==> src/rtl/mem_port_arbiter_pkg.sv <==
// Shared types for the unified memory port arbiter: arbiter states, access size codes,
// the latched request record and the default timeout depth.
package mem_port_arbiter_pkg;

   typedef enum logic [1:0] {
      ARB_IDLE = 2'd0,
      ARB_DACC = 2'd1,
      ARB_IACC = 2'd2,
      ARB_HALT = 2'd3
   } arb_state_t;

   typedef enum logic [1:0] {
      SZ_BYTE = 2'd0,
      SZ_HALF = 2'd1,
      SZ_WORD = 2'd2
   } size_t;

   localparam int MAX_WAIT_DEFAULT = 255;

   localparam logic GRANT_DATA  = 1'b1;
   localparam logic GRANT_FETCH = 1'b0;

   // Request fields captured at the grant edge and held for the whole access.
   typedef struct packed {
      logic [31:0] wdata;
      size_t       size;
      logic        unsign;
      logic        we;
   } req_t;

   // Byte wins over half when the decode raises both.
   function automatic size_t decode_size(input logic by, input logic half);
      size_t sz;
      if (by) begin
         sz = SZ_BYTE;
      end else if (half) begin
         sz = SZ_HALF;
      end else begin
         sz = SZ_WORD;
      end
      return sz;
   endfunction

endpackage

==> src/rtl/mem_lane_align.sv <==
// Byte-lane steering for a 32-bit port: store byte enables/replication and load extraction/extension.
// Purely combinational, no handshake.
module mem_lane_align
   import mem_port_arbiter_pkg::*;
(
   input  logic [1:0]  off,
   input  logic [1:0]  size,
   input  logic        unsign,
   input  logic [31:0] wdata,
   input  logic [31:0] rdata,
   output logic [3:0]  be,
   output logic [31:0] wdata_al,
   output logic [31:0] rdata_ext
);

   logic [7:0]  byte_sel;
   logic [15:0] half_sel;

   assign byte_sel = rdata[{off, 3'b000} +: 8];
   assign half_sel = rdata[{off[1], 4'b0000} +: 16];

   always_comb begin
      be        = 4'b1111;
      wdata_al  = wdata;
      rdata_ext = rdata;
      case (size)
         SZ_BYTE: begin
            be        = 4'b0001 << off;
            wdata_al  = {4{wdata[7:0]}};
            rdata_ext = {{24{~unsign & byte_sel[7]}}, byte_sel};
         end
         SZ_HALF: begin
            be        = 4'b0011 << {off[1], 1'b0};
            wdata_al  = {2{wdata[15:0]}};
            rdata_ext = {{16{~unsign & half_sel[15]}}, half_sel};
         end
         default: ;
      endcase
   end

endmodule

==> src/rtl/mem_port_arbiter.sv <==
// Arbitrates fetch and data stages onto one memory port; ack is combinational with mem_ready, 1-cycle min after grant.
// Requesters hold until ack; stall covers outstanding data; a wait counter forces completion after MAX_WAIT cycles.
module mem_port_arbiter
   import mem_port_arbiter_pkg::*;
#(
   parameter int ADDR_W   = 32,
   parameter int MAX_WAIT = MAX_WAIT_DEFAULT
) (
   input  logic              clk,
   input  logic              rst_n,
   input  logic              if_req,
   input  logic [ADDR_W-1:0] if_addr,
   output logic [31:0]       if_rdata,
   output logic              if_ack,
   input  logic              d_read,
   input  logic              d_write,
   input  logic [ADDR_W-1:0] d_addr,
   input  logic [31:0]       d_wdata,
   input  logic              d_by,
   input  logic              d_half,
   input  logic              d_unsign,
   output logic [31:0]       d_rdata,
   output logic              d_ack,
   input  logic              halt,
   output logic              stall,
   output logic              timeout,
   output logic              mem_req,
   output logic              mem_we,
   output logic [3:0]        mem_be,
   output logic [ADDR_W-1:0] mem_addr,
   output logic [31:0]       mem_wdata,
   input  logic [31:0]       mem_rdata,
   input  logic              mem_ready
);

   localparam int CNT_W = (MAX_WAIT > 1) ? $clog2(MAX_WAIT + 1) : 1;

   arb_state_t        state, state_nxt;
   logic              grant_last;
   logic              ret_halt;
   logic [ADDR_W-1:0] lat_addr;
   req_t              lat_req;
   logic [CNT_W-1:0]  wait_cnt;

   logic              d_pend, allow_f, in_acc, expired, done;
   logic              grant_d, grant_f;
   logic [3:0]        al_be;
   logic [31:0]       al_wdata, al_rdata;

   assign d_pend  = d_read | d_write;
   assign in_acc  = (state == ARB_DACC) || (state == ARB_IACC);
   assign expired = (MAX_WAIT != 0) && (wait_cnt == CNT_W'(MAX_WAIT));
   assign done    = in_acc & (mem_ready | expired);

   assign d_ack  = done & (state == ARB_DACC);
   assign if_ack = done & (state == ARB_IACC);
   // Gated by reset so a requester still asserting during reset does not freeze the pipeline.
   assign stall  = rst_n & d_pend & ~d_ack;

   always_comb begin
      state_nxt = state;
      grant_d   = 1'b0;
      grant_f   = 1'b0;
      allow_f   = 1'b0;
      case (state)
         ARB_IDLE, ARB_HALT: begin
            allow_f = if_req & ~halt & (state == ARB_IDLE);
            if (d_pend && (!allow_f || grant_last == GRANT_FETCH)) begin
               state_nxt = ARB_DACC;
               grant_d   = 1'b1;
            end else if (allow_f) begin
               state_nxt = ARB_IACC;
               grant_f   = 1'b1;
            end else if (halt) begin
               state_nxt = ARB_HALT;
            end
         end
         ARB_DACC, ARB_IACC: begin
            if (done) begin
               state_nxt = (ret_halt | halt) ? ARB_HALT : ARB_IDLE;
            end
         end
         default: state_nxt = ARB_IDLE;
      endcase
   end

   always_ff @(posedge clk or negedge rst_n) begin
      if (!rst_n) begin
         state      <= ARB_IDLE;
         grant_last <= GRANT_DATA;
         ret_halt   <= 1'b0;
         lat_addr   <= '0;
         lat_req    <= '0;
         wait_cnt   <= '0;
         if_rdata   <= '0;
         d_rdata    <= '0;
         timeout    <= 1'b0;
      end else begin
         state <= state_nxt;

         if (grant_d) begin
            lat_addr       <= d_addr;
            lat_req.wdata  <= d_wdata;
            lat_req.size   <= decode_size(d_by, d_half);
            lat_req.unsign <= d_unsign;
            lat_req.we     <= d_write;
            ret_halt       <= (state == ARB_HALT);
         end else if (grant_f) begin
            lat_addr <= if_addr;
            lat_req  <= '{wdata: '0, size: SZ_WORD, unsign: 1'b0, we: 1'b0};
            ret_halt <= 1'b0;
         end

         if (done || !in_acc) begin
            wait_cnt <= '0;
         end else begin
            wait_cnt <= wait_cnt + CNT_W'(1);
         end

         // A forced completion returns zero data and latches the error.
         if (done) begin
            grant_last <= (state == ARB_DACC) ? GRANT_DATA : GRANT_FETCH;
            if (state == ARB_DACC) begin
               d_rdata <= mem_ready ? al_rdata : 32'h0;
            end else begin
               if_rdata <= mem_ready ? mem_rdata : 32'h0;
            end
            if (!mem_ready) begin
               timeout <= 1'b1;
            end
         end
      end
   end

   mem_lane_align u_align (
      .off       (lat_addr[1:0]),
      .size      (lat_req.size),
      .unsign    (lat_req.unsign),
      .wdata     (lat_req.wdata),
      .rdata     (mem_rdata),
      .be        (al_be),
      .wdata_al  (al_wdata),
      .rdata_ext (al_rdata)
   );

   assign mem_req   = in_acc;
   assign mem_we    = (state == ARB_DACC) & lat_req.we;
   assign mem_be    = !in_acc ? 4'h0 : (mem_we ? al_be : 4'hF);
   assign mem_addr  = {lat_addr[ADDR_W-1:2], 2'b00};
   assign mem_wdata = al_wdata;

endmodule

==> config.mk <==
export PLATFORM = sky130hd
export DESIGN_NAME = mem_port_arbiter
export DESIGN_NICKNAME = d
export VERILOG_FILES = /design/src/rtl/mem_port_arbiter_pkg.sv /design/src/rtl/mem_lane_align.sv /design/src/rtl/mem_port_arbiter.sv
export SDC_FILE = /design/constraint.sdc
export NUM_CORES = 1
export LEC_CHECK = 0
export CAP_MARGIN = 20
export CORE_AREA = 3 3 166 168
export DETAILED_ROUTE_END_ITERATION = 6
export DIE_AREA = 0 0 169 171
export SLEW_MARGIN = 10
export SYNTH_ARGS = -nofsm -noshare
export SYNTH_HDL_FRONTEND = slang
export SYNTH_HIERARCHICAL = 1
export SYNTH_SLANG_ARGS = --single-unit
==> constraint.sdc <==
create_clock -name clk -period 2.5 [get_ports clk]
set_input_delay 0.375 -clock clk [delete_from_list [all_inputs] [get_ports clk]]
set_output_delay 0.375 -clock clk [all_outputs]
set_load 0.03 [all_outputs]
==> run_results.csv, run 1 <==
group,metric,value,unit
floorplan,core-area,0.0261,sq mm
worst_hold_path,hold_path.class,"input port to async pin",
detailed_routing,routed_via_density,4.91,
pwr,leakage,4.91,nW
placed_design,port_buffers,273,
sta,grt_setup_unrepaired,"true",
grt,gr-total-overflow,0,
status,status,"complete, no violations",
clock_tree,clock-sinks,145,
floorplan,initial_core_util,0.281,
synthesis,yosysMostFrequentCell,"dfrtp_1",
floorplan,fp-row-count,59,
synthesis,synth_area,0.00733,sq mm
grt,grt_pass1_wl,36900,um
cells_and_area,drive_gt1_frac,0.128,
detailed_routing,wl,24600,um
sta,finalClockSkew,0.0135,ns
synthesis,syn_inst,651,
pwr,swShare,0.424,
sta,period_share,0.964,
worst_setup_path,worstPathArrival,2.04,ns
synthesis,yosysSeqAreaShare,0.495,
worst_setup_path,crit_fanout,26,
synthesis,yosysUniqueCellTypes,49,
worst_setup_path,path_class,"flip-flop to output port",
detailed_routing,wl_per_cell,20.1,um
cells_and_area,fin_util,0.421,
sta,worst_pin_slew,0.821,ns
worst_setup_path,critPathLaunch,"lat_req[3]$_DFFE_PN0P_",
sta,hold_violations,0,
pwr,power_frac_clock,0.175,
clock_tree,cts_tree,"built",
placed_design,dp_hpwl,17200,um
clock_tree,clock-root-buffer,"clkbuf_16",
detailed_routing,firstDrtPassIters,4,
placed_design,gp_congestion,0.751,
clock_tree,htreeDepth,4,
pwr,peakVddDrop,0.680,mV
sta,period_minus_slack,2.41,ns
pwr,p_int,9.97,mW
synthesis,netlist_top_cells_count,"dfrtp_1 (144), a22o_1 (99), mux2i_1 (49)",
pwr,p_sw,7.35,mW
pwr,seq_power_share,0.246,
grt,grt_start_max_net_pins,146,
clock_tree,clk_path_buf_depth,2,
worst_setup_path,worstPathRequired,2.12,ns
worst_setup_path,worstSetupEndpointType,"output port",
synthesis,ys_warn_count,6,
clock_tree,numCtsBuffers,17,
synthesis,synth_top_area_share,0.492,
floorplan,die_h,171,um
clock_tree,clkLatencyLatePin,0.42,ns
placed_design,dpl.cell_count,1190,
sta,relSlewSlack,0.453,
cells_and_area,final_nets,1019,
detailed_routing,antenna_left,0,
run,maxCapViolCount,0,
grt,grt_antenna_before_repair,0,
cells_and_area,antenna_cells,0,
detailed_routing,num_vias,6006,
detailed_routing,drc_errors,0,
synthesis,avgSynthCellArea,11.3,sq um
cells_and_area,area_delta_synth_final,49.7,%
pwr,combPwrFrac,0.579,
detailed_routing,drt_iter0_drc,298,
sta,maxSlewViolCount,0,
worst_setup_path,startpoint_type,"flip-flop",
floorplan,num_io_pins,276,
grt,grt_pass1_vias,6112,
synthesis,synth-main-ff-cell,"dfrtp_1",
pwr,power.density,1580,mW/mm^2
clock_tree,clk_pin_slew,0.06,ns
cells_and_area,layout.cells.non_filler,1224,
floorplan,die_w,169,um
synthesis,asyncSetResetFlopFracSynth,1.00,
sta,clock.fmax,0.415,GHz
sta,setup_viol,0,
synthesis,synth_area_leaders,"dfrtp_1 (49%), a22o_1 (12%), mux2i_1 (6.7%)",
synthesis,yosys.area.top_type,"dfrtp_1",
synthesis,synth-edff-count,0,
floorplan,die-area,0.0289,sq mm
worst_setup_path,r2r-start,"lat_req[3]$_DFFE_PN0P_",
grt,grt_use_total,0.164,
synthesis,synth_seq_cells,145,
==> stage by stage <==
step	cell area, sq um	total power [mW]	setup WS, ns	TNS, ns	hold WS, ns
after global placement	10200	14.3	0.120	0	0.435
after global routing	11000	18.3	-0.000253	-0.000253	0.176
final	11000	17.3	0.0895	0	0.117
after floorplan	7330	10.6	0.211	0	0.0794
after CTS	10900	17.5	-0.0274	-0.0409	0.157
after detailed placement	10200	14.4	0.0809	0	0.446
==> worst max-delay path: stages (launching register included) <==
cell and delay (ns):
dfrtp_4 0.62, or2_4 0.31, buf_4 0.19, mux2_4 0.34
buf_12 0.15
==> flip-flops by register name (all words and copies together), names as in the netlist <==
name / flops
state: 2
wait_cnt: 8
lat_req: 36
lat_addr: 32
timeout: 1
grant_last: 1
ret_halt: 1
if_rdata: 32
d_rdata: 32
==> final cells by class <==
cell class,count,area (sq um)
fill,2500,15100
inverter,45,169
clock inverter,10,236
sequential,145,3630
multi-input combinational,369,2980
tap,335,419
clock buffer,22,444
timing repair buffer,298,3080
==> path summary, 6_finish.rpt <==
path                                                end  slack (ns)  cells past startpoint
max in group asynchronous        lat_req[3]$_DFFE_PN0P_        1.69                      2
worst max register to register   d_rdata[4]$_DFFE_PN0P_        0.48                      5
worst min-delay path            d_rdata[17]$_DFFE_PN0P_        0.12                      2
min in group clk                  wait_cnt[0]$_DFF_PN0_        0.46                      1
worst max-delay path                      mem_wdata[10]        0.09                      4
worst min register to register    wait_cnt[0]$_DFF_PN0_        0.46                      1
==> cells in the final DEF (no fill, tap or decap), types with 16 or more instances in the layout <==
| cell type | instances |
|---|---|
| clkdlybuf4s50_1 | 248 |
| dfrtp_1 | 142 |
| a22o_1 | 99 |
| mux2i_1 | 49 |
| o22ai_1 | 48 |
| inv_1 | 44 |
| buf_4 | 27 |
| nand2_1 | 22 |
| nor2_1 | 20 |
| nor2b_1 | 19 |
| clkbuf_16 | 17 |
| buf_12 | 16 |
==> per-layer routing <==
metal,global-route usage,vias to the layer above,routed length (um)
li1,-,2797,-
met1,0.212,2906,10500
met2,0.258,282,11200
met3,0.0626,21,2550
met4,0.0508,0,414
met5,0,-,0
==> power groups by stage <==
stage,registers [mW],clock network (mW),logic (mW)
finish,4.27,3.03,10.0
global route,4.42,3.21,10.7
CTS,4.27,3.10,10.1
detailed placement,4.28,0,10.1
global placement,4.27,0,10.0
floorplan,4.92,0,5.64
==> cell families after synthesis <==
family / share of synthesized area
mux: 0.103
buf+inv: 0.102
fa+ha+maj: 0.00854
compound gates: 0.221
other cells: 0.000512
flops: 0.495
simple gates: 0.0625
xor+xnor: 0.00598
==> repair_timing <==
item	in CTS	in global routing
pin swaps	1	1
hold buffers	0	0
endpoints found under the setup margin	18	11
setup buffers	1	1
resized for setup	7	11
No activity file was read; power rests on OpenSTA's default activity.
==> run 2: changes to the inputs <==
--- a/config.mk
+++ b/config.mk
@@ -9,6 +9,7 @@
 export CORE_AREA = 3 3 166 168
 export DETAILED_ROUTE_END_ITERATION = 6
 export DIE_AREA = 0 0 169 171
+export PLACE_DENSITY = 0.62
 export SLEW_MARGIN = 10
 export SYNTH_ARGS = -nofsm -noshare
 export SYNTH_HDL_FRONTEND = slang
==> run 2 against run 1 <==
Net effect: worst hold slack gained 0.21 ns; clock skew shrank 0.0012 ns; clock power shrank 12%; sequential power shrank 1%; global-route usage is essentially flat; highest routed layer unchanged; largest cell class unchanged; final cell count is essentially flat; non-clock buffer count grew 1.
==> run_results.csv, run 2 (synthesized netlist as in run 1, its figures left out) <==
group,metric,value,unit
detailed_routing,wl,24300,um
sta,relSlewSlack,0.456,
floorplan,die_w,169,um
pwr,leakage,4.91,nW
cells_and_area,mostFrequentLayoutCells,"clkdlybuf4s50_1 (245), dfrtp_1 (143), a22o_1 (99), mux2i_1 (49), o22ai_1 (48)",
pwr,swShare,0.437,
detailed_routing,met3_length,2270,um
cells_and_area,final_nets,1020,
grt,gr-total-overflow,0,
worst_setup_path,worstPathRequired,2.12,ns
sta,setup_viol,0,
cells_and_area,largest_reg_flops,36,
detailed_routing,drt_iter0_drc,308,
worst_setup_path,crit_fanout,28,
cells_and_area,layout.cells.non_filler,1225,
pwr,combPwrFrac,0.591,
cells_and_area,top_register,"lat_req",
worst_setup_path,path_class,"flip-flop to output port",
run,maxCapViolCount,0,
detailed_routing,routed_via_density,4.96,
placed_design,dp_hpwl,16800,um
cells_and_area,seq_area,0.00363,sq mm
clock_tree,clk_path_buf_depth,2,
grt,grt_pass1_wl,36900,um
floorplan,initial_core_util,0.281,
sta,tns,0,ns
cells_and_area,antenna_cells,0,
cells_and_area,area_delta_synth_final,48.6,%
cells_and_area,final_common_cell,"clkdlybuf4s50_1",
detailed_routing,firstDrtPassIters,5,
pwr,seq_power_share,0.250,
cells_and_area,fin_util,0.418,
sta,hold_violations,0,
worst_setup_path,worstPathArrival,2.04,ns
worst_setup_path,r2r-start,"state[0]$_DFFE_PN0P_",
status,status,"complete, no violations",
sta,timing.hold.ws,0.328,ns
detailed_routing,wl_met2,10900,um
pwr,peakVddDrop,0.892,mV
cells_and_area,drive_gt1_frac,0.125,
pwr,p_int,9.48,mW
clock_tree,numCtsBuffers,17,
detailed_routing,drc_errors,0,
worst_setup_path,regToRegSetupSlack,0.58,ns
grt,grt_antenna_before_repair,0,
floorplan,core-area,0.0261,sq mm
placed_design,place_area,0.0102,sq mm
floorplan,die_h,171,um
cells_and_area,multiInputGateArea,0.00298,sq mm
clock_tree,clock-sinks,145,
worst_setup_path,critPathLaunch,"lat_req[3]$_DFFE_PN0P_",
sta,period_share,0.965,
pwr,power_frac_clock,0.159,
placed_design,port_buffers,273,
clock_tree,clock-root-buffer,"clkbuf_16",
detailed_routing,wl_met1,10800,um
worst_hold_path,hold_path.class,"input port to async pin",
pwr,power.density,1550,mW/mm^2
floorplan,die-area,0.0289,sq mm
sta,maxSlewViolCount,0,
sta,finalClockSkew,0.0123,ns
pwr,p_sw,7.37,mW
clock_tree,htreeDepth,4,
floorplan,num_io_pins,276,
clock_tree,cts_tree,"built",
placed_design,pre_cts_ws,0.0949,ns
pwr,finalPower,16.8,mW
worst_setup_path,ff2ff_path_depth,6,
sta,clock.fmax,0.415,GHz
detailed_routing,antenna_left,0,
cells_and_area,fillers,2507,
floorplan,fp-row-count,59,
detailed_routing,num_vias,6079,
sta,grt_setup_unrepaired,"false",
grt,grt_use_total,0.164,
sta,period_minus_slack,2.41,ns
clock_tree,clk_pin_slew,0.06,ns
detailed_routing,wl_per_cell,19.9,um
grt,grt_start_max_net_pins,145,
sta,worst_pin_slew,0.817,ns
worst_setup_path,worstSetupEndpointType,"output port",
placed_design,gp_congestion,0.750,
detailed_routing,top_layer,"met4",
cells_and_area,post-route-cell-area,0.0109,sq mm
worst_setup_path,r2r_end,"lat_addr[16]$_DFFE_PN0P_",
worst_setup_path,startpoint_type,"flip-flop",
grt,grt_pass1_vias,6123,
placed_design,dpl.cell_count,1190,
clock_tree,clkLatencyLatePin,0.42,ns
sta,fin_ws,0.0877,ns
-- run 2: cell count changes in the layout (fill, tap and decap cells not counted), sizes merged --
| cell | delta |
|---|---|
| clkdlybuf4s50 | -3 |
| inv | +3 |
| clkbuf | -2 |
| dlymetal6s2s | +3 |
| clkinvlp | +3 |
| bufbuf | +1 |
| bufinv | -4 |
| dlygate4sd2 | +5 |
| dlygate4sd3 | +1 |
| buf | -6 |
-- run 2: power by group through the flow --
stage	clock network [mW]	logic [mW]	registers, mW
after floorplan	0	5.64	4.92
after global placement	0	9.94	4.23
after detailed placement	0	9.99	4.23
after CTS	2.75	10.1	4.22
after global routing	2.85	10.6	4.35
final	2.67	9.96	4.21
-- run 2: critical path: stages, from the launching register on --
cell	delay, ns
dfrtp_2	0.45
buf_12	0.21
mux2_2	0.36
clkdlybuf4s50_1	0.60
-- run 2: final cells by class --
type,count,share of cell area
Clock inverter,12,0.0145
Tap cell,335,0.0385
Sequential cell,145,0.334
Timing Repair Buffer,299,0.284
Multi-Input combinational cell,369,0.274
Clock buffer,20,0.0401
Inverter,45,0.0155
-- run 2: repair_timing --
action,4_1_cts,5_1_grt
hold endpoints to repair,1,0
hold buffers,1,0
buffers inserted,1,0
pin swaps,1,2
setup endpoints to repair,16,8
cloned,1,0
gates resized for setup,13,12
-- run 2: how the worst max path moves through the flow --
stage / end / depth (start not counted) / slack [ns]
2_1_floorplan: stall / 7 / 0.21
3_3_place_gp: stall / 6 / 0.13
3_5_place_dp: stall / 7 / 0.09
4_1_cts: mem_wdata[29] / 4 / 0.002
5_1_grt: d_ack / 8 / 0.002
6_report: mem_wdata[21] / 3 / 0.09
-- run 2: layer usage --
metal / track usage / up-vias
met3: 0.0591 / 18
met2: 0.256 / 276
met4: 0.0441 / 0
met5: 0 / -
met1: 0.217 / 2988
li1: - / 2797
==> run 3: changes to the inputs <==
--- a/config.mk
+++ b/config.mk
@@ -5,11 +5,12 @@
 export SDC_FILE = /design/constraint.sdc
 export NUM_CORES = 1
 export LEC_CHECK = 0
+export ABC_AREA = 1
 export CAP_MARGIN = 20
-export CORE_AREA = 3 3 166 168
+export CORE_AREA = 3 3 173 175
 export DETAILED_ROUTE_END_ITERATION = 6
-export DIE_AREA = 0 0 169 171
-export PLACE_DENSITY = 0.62
+export DIE_AREA = 0 0 176 178
+export PLACE_DENSITY = 0.6
 export SLEW_MARGIN = 10
 export SYNTH_ARGS = -nofsm -noshare
 export SYNTH_HDL_FRONTEND = slang
==> constraint.sdc (replaced) <==
create_clock -name clk -period 2.5 [get_ports clk]
set_input_delay 0.5 -clock clk [delete_from_list [all_inputs] [get_ports clk]]
set_output_delay 0.5 -clock clk [all_outputs]
set_load 0.03 [all_outputs]
==> run 3 against run 2 <==
Net effect: global-route usage grew 1.1 points; flip-flop and latch count is the same; synthesized area up 8.3%; routed wire length is 13% higher; core utilization fell by 2.1 points.
==> run_results.csv, run 3 <==
group,metric,value,unit
grt,gr-total-overflow,0,
sta,maxSlewViolCount,0,
cells_and_area,final_nets,1431,
sta,grt_setup_unrepaired,"false",
cells_and_area,mostFrequentLayoutCells,"nand2_1 (507), clkdlybuf4s50_1 (244), dfrtp_1 (142), inv_1 (85), nand3_1 (85)",
floorplan,initial_core_util,0.277,
detailed_routing,antenna_left,0,
worst_hold_path,hold_path.class,"input port to async pin",
clock_tree,clock-sinks,145,
synthesis,synth_top_area_share,0.454,
pwr,finalPower,16.9,mW
cells_and_area,fillers,2944,
clock_tree,htreeDepth,4,
floorplan,die-area,0.0313,sq mm
floorplan,core-area,0.0286,sq mm
sta,period_minus_slack,2.42,ns
floorplan,fp-row-count,62,
cells_and_area,top_register,"lat_req",
status,status,"complete, no violations",
worst_setup_path,worstSetupEndpointType,"output port",
detailed_routing,firstDrtPassIters,5,
synthesis,avgSynthCellArea,7.39,sq um
floorplan,die_h,178,um
synthesis,syn_inst,1074,
grt,grt_start_max_net_pins,146,
grt,grt_pass1_vias,7625,
detailed_routing,routed_via_density,4.59,
worst_setup_path,critPathSlowestCell,"clkdlybuf4s50_1",
floorplan,die_w,176,um
cells_and_area,area_delta_synth_final,43.0,%
detailed_routing,drt_iter0_drc,529,
worst_setup_path,critical_path.cell_chain,"buf_6, inv_8, nand2_1, nand2_1, clkdlybuf4s50_1",
worst_setup_path,critPathMaxStageDelay,0.69,ns
worst_setup_path,cp_top_family,"buffers and inverters",
placed_design,dpl.cell_count,1653,
cells_and_area,largest_reg_flops,36,
clock_tree,clkLatencyLatePin,0.42,ns
detailed_routing,drc_errors,0,
pwr,leakage,5.85,nW
synthesis,synth_area_leaders,"dfrtp_1 (45%), nand2_1 (24%), nand3_1 (5.4%)",
worst_setup_path,cp_num_cells,5,
floorplan,num_io_pins,276,
worst_setup_path,worstPathArrival,1.92,ns
sta,timing.hold.ws,0.234,ns
synthesis,netlist_top_cells_count,"nand2_1 (508), dfrtp_1 (144), inv_1 (85), nand3_1 (85), nand4_1 (66)",
synthesis,synth-edff-count,0,
synthesis,yosysUniqueCellTypes,34,
run,maxCapViolCount,0,
synthesis,yosysSeqAreaShare,0.458,
worst_setup_path,worst-path-buf-inv,3,
sta,relSlewSlack,0.451,
grt,grt_pass1_wl,43000,um
clock_tree,cts_setup_buffers,0,
detailed_routing,num_vias,7726,
sta,period_share,0.969,
clock_tree,hold_buffers,0,
grt,grt_use_total,0.175,
synthesis,synth-main-ff-cell,"dfrtp_1",
sta,setup_viol,0,
synthesis,asyncSetResetFlopFracSynth,1.00,
clock_tree,clock-root-buffer,"clkbuf_16",
pwr,peakVddDrop,0.874,mV
detailed_routing,wl,27400,um
sta,worst_pin_slew,0.823,ns
detailed_routing,wl_per_cell,16.3,um
cells_and_area,antenna_cells,0,
sta,hold_violations,0,
placed_design,dp_hpwl,19700,um
placed_design,pre_cts_ws,0.301,ns
placed_design,gp_congestion,0.859,
worst_setup_path,crit_fanout,10,
cells_and_area,layout.cells.non_filler,1685,
synthesis,ys_warn_count,6,
clock_tree,clk_pin_slew,0.07,ns
pwr,power.density,1490,mW/mm^2
worst_setup_path,worstPathRequired,2.00,ns
worst_setup_path,path_common_cell,"nand2_1",
synthesis,yosys.area.top_type,"dfrtp_1",
grt,grt_antenna_before_repair,1,
clock_tree,cts_tree,"built",
clock_tree,clk_path_buf_depth,2,
cells_and_area,final_common_cell,"nand2_1",
synthesis,synth_seq_cells,145,
synthesis,synth_area,0.00793,sq mm
worst_setup_path,ff2ff_path_depth,7,
worst_setup_path,startpoint_type,"flip-flop",
clock_tree,numCtsBuffers,17,
sta,tns,0,ns
cells_and_area,drive_gt1_frac,0.0892,
sta,fin_ws,0.0763,ns
worst_setup_path,path_class,"flip-flop to output port",
placed_design,port_buffers,273,
sta,finalClockSkew,0.0138,ns
sta,clock.fmax,0.413,GHz
synthesis,yosysMostFrequentCell,"nand2_1",
[run 3: cell types whose count changed after synthesis, moves of 40 or more]
cell     change
a22o_1      -99
inv_1       +40
mux2i_1     -49
nand2_1    +486
nand3_1     +82
nand4_1     +66
o22ai_1     -48
[run 3: logic make-up after synthesis]
family	count (synthesis)	share of synthesized area
AND/OR/NAND/NOR	706	0.387
buffers and inverters	196	0.129
flip-flops	145	0.458
AO/OA/AOI/OAI	19	0.0153
adder cells (fa/ha/maj)	5	0.00789
XOR/XNOR	2	0.00221
other	1	0.000473
[run 3: through the flow]
stage	cell area, sq um	util
finish	11300	0.396
global route	11300	0.396
CTS	11300	0.395
detailed placement	10700	0.374
global placement	10700	0.374
floorplan	7940	-
[run 3: worst paths after layout]
path	from	to	slack [ns]
worst max register to register	state[1]$_DFFE_PN0P_	if_rdata[2]$_DFFE_PN0P_	0.30
worst min-delay path	rst_n	if_rdata[9]$_DFFE_PN0P_	0.23
max in group asynchronous	rst_n	lat_req[2]$_DFFE_PN0P_	1.59
worst max-delay path	lat_req[3]$_DFFE_PN0P_	mem_wdata[16]	0.08
worst min register to register	wait_cnt[0]$_DFF_PN0_	wait_cnt[0]$_DFF_PN0_	0.46
min in group clk	wait_cnt[0]$_DFF_PN0_	wait_cnt[0]$_DFF_PN0_	0.46
[run 3: what timing repair did]
action | in CTS | in global routing
pin swaps | 0 | 1
cloned | 0 | 0
setup endpoints to repair | 6 | 6
gates resized for setup | 5 | 10
[run 3: cell type report]
cell class	instances	area, sq um	share of cell area
inverter	95	379	0.0334
clock inverter	12	158	0.0139
multi-input combinational	734	3320	0.292
tap	384	480	0.0424
sequential	145	3630	0.320
timing repair buffer	295	2940	0.259
clock buffer	20	437	0.0385
[run 3: worst reg2reg max path: stages, from the launching register on]
cell and delay, ns:
dfrtp_1 0.40, inv_1 0.09, ha_2 0.46, buf_4 0.59, nand3_2 0.12, buf_4 0.27
nand2_1 0.12, nand2_1 0.06
[run 3: layer usage]
| metal | track usage | vias to the layer above | part of all wire |
|---|---|---|---|
| met1 | 0.226 | 3603 | 0.42 |
| met5 | 0 | - | 0.00073 |
| met2 | 0.289 | 351 | 0.47 |
| met4 | 0.0426 | 2 | 0.013 |
| li1 | - | 3744 | - |
| met3 | 0.0528 | 26 | 0.089 |
[run 3: power breakdown]
part	internal [mW]	leakage (nW)	switching [mW]
Sequential	3.42	1.82	0.691
Combinational	3.58	3.75	6.55
Clock	1.58	0.281	1.07
Total	8.58	5.85	8.32
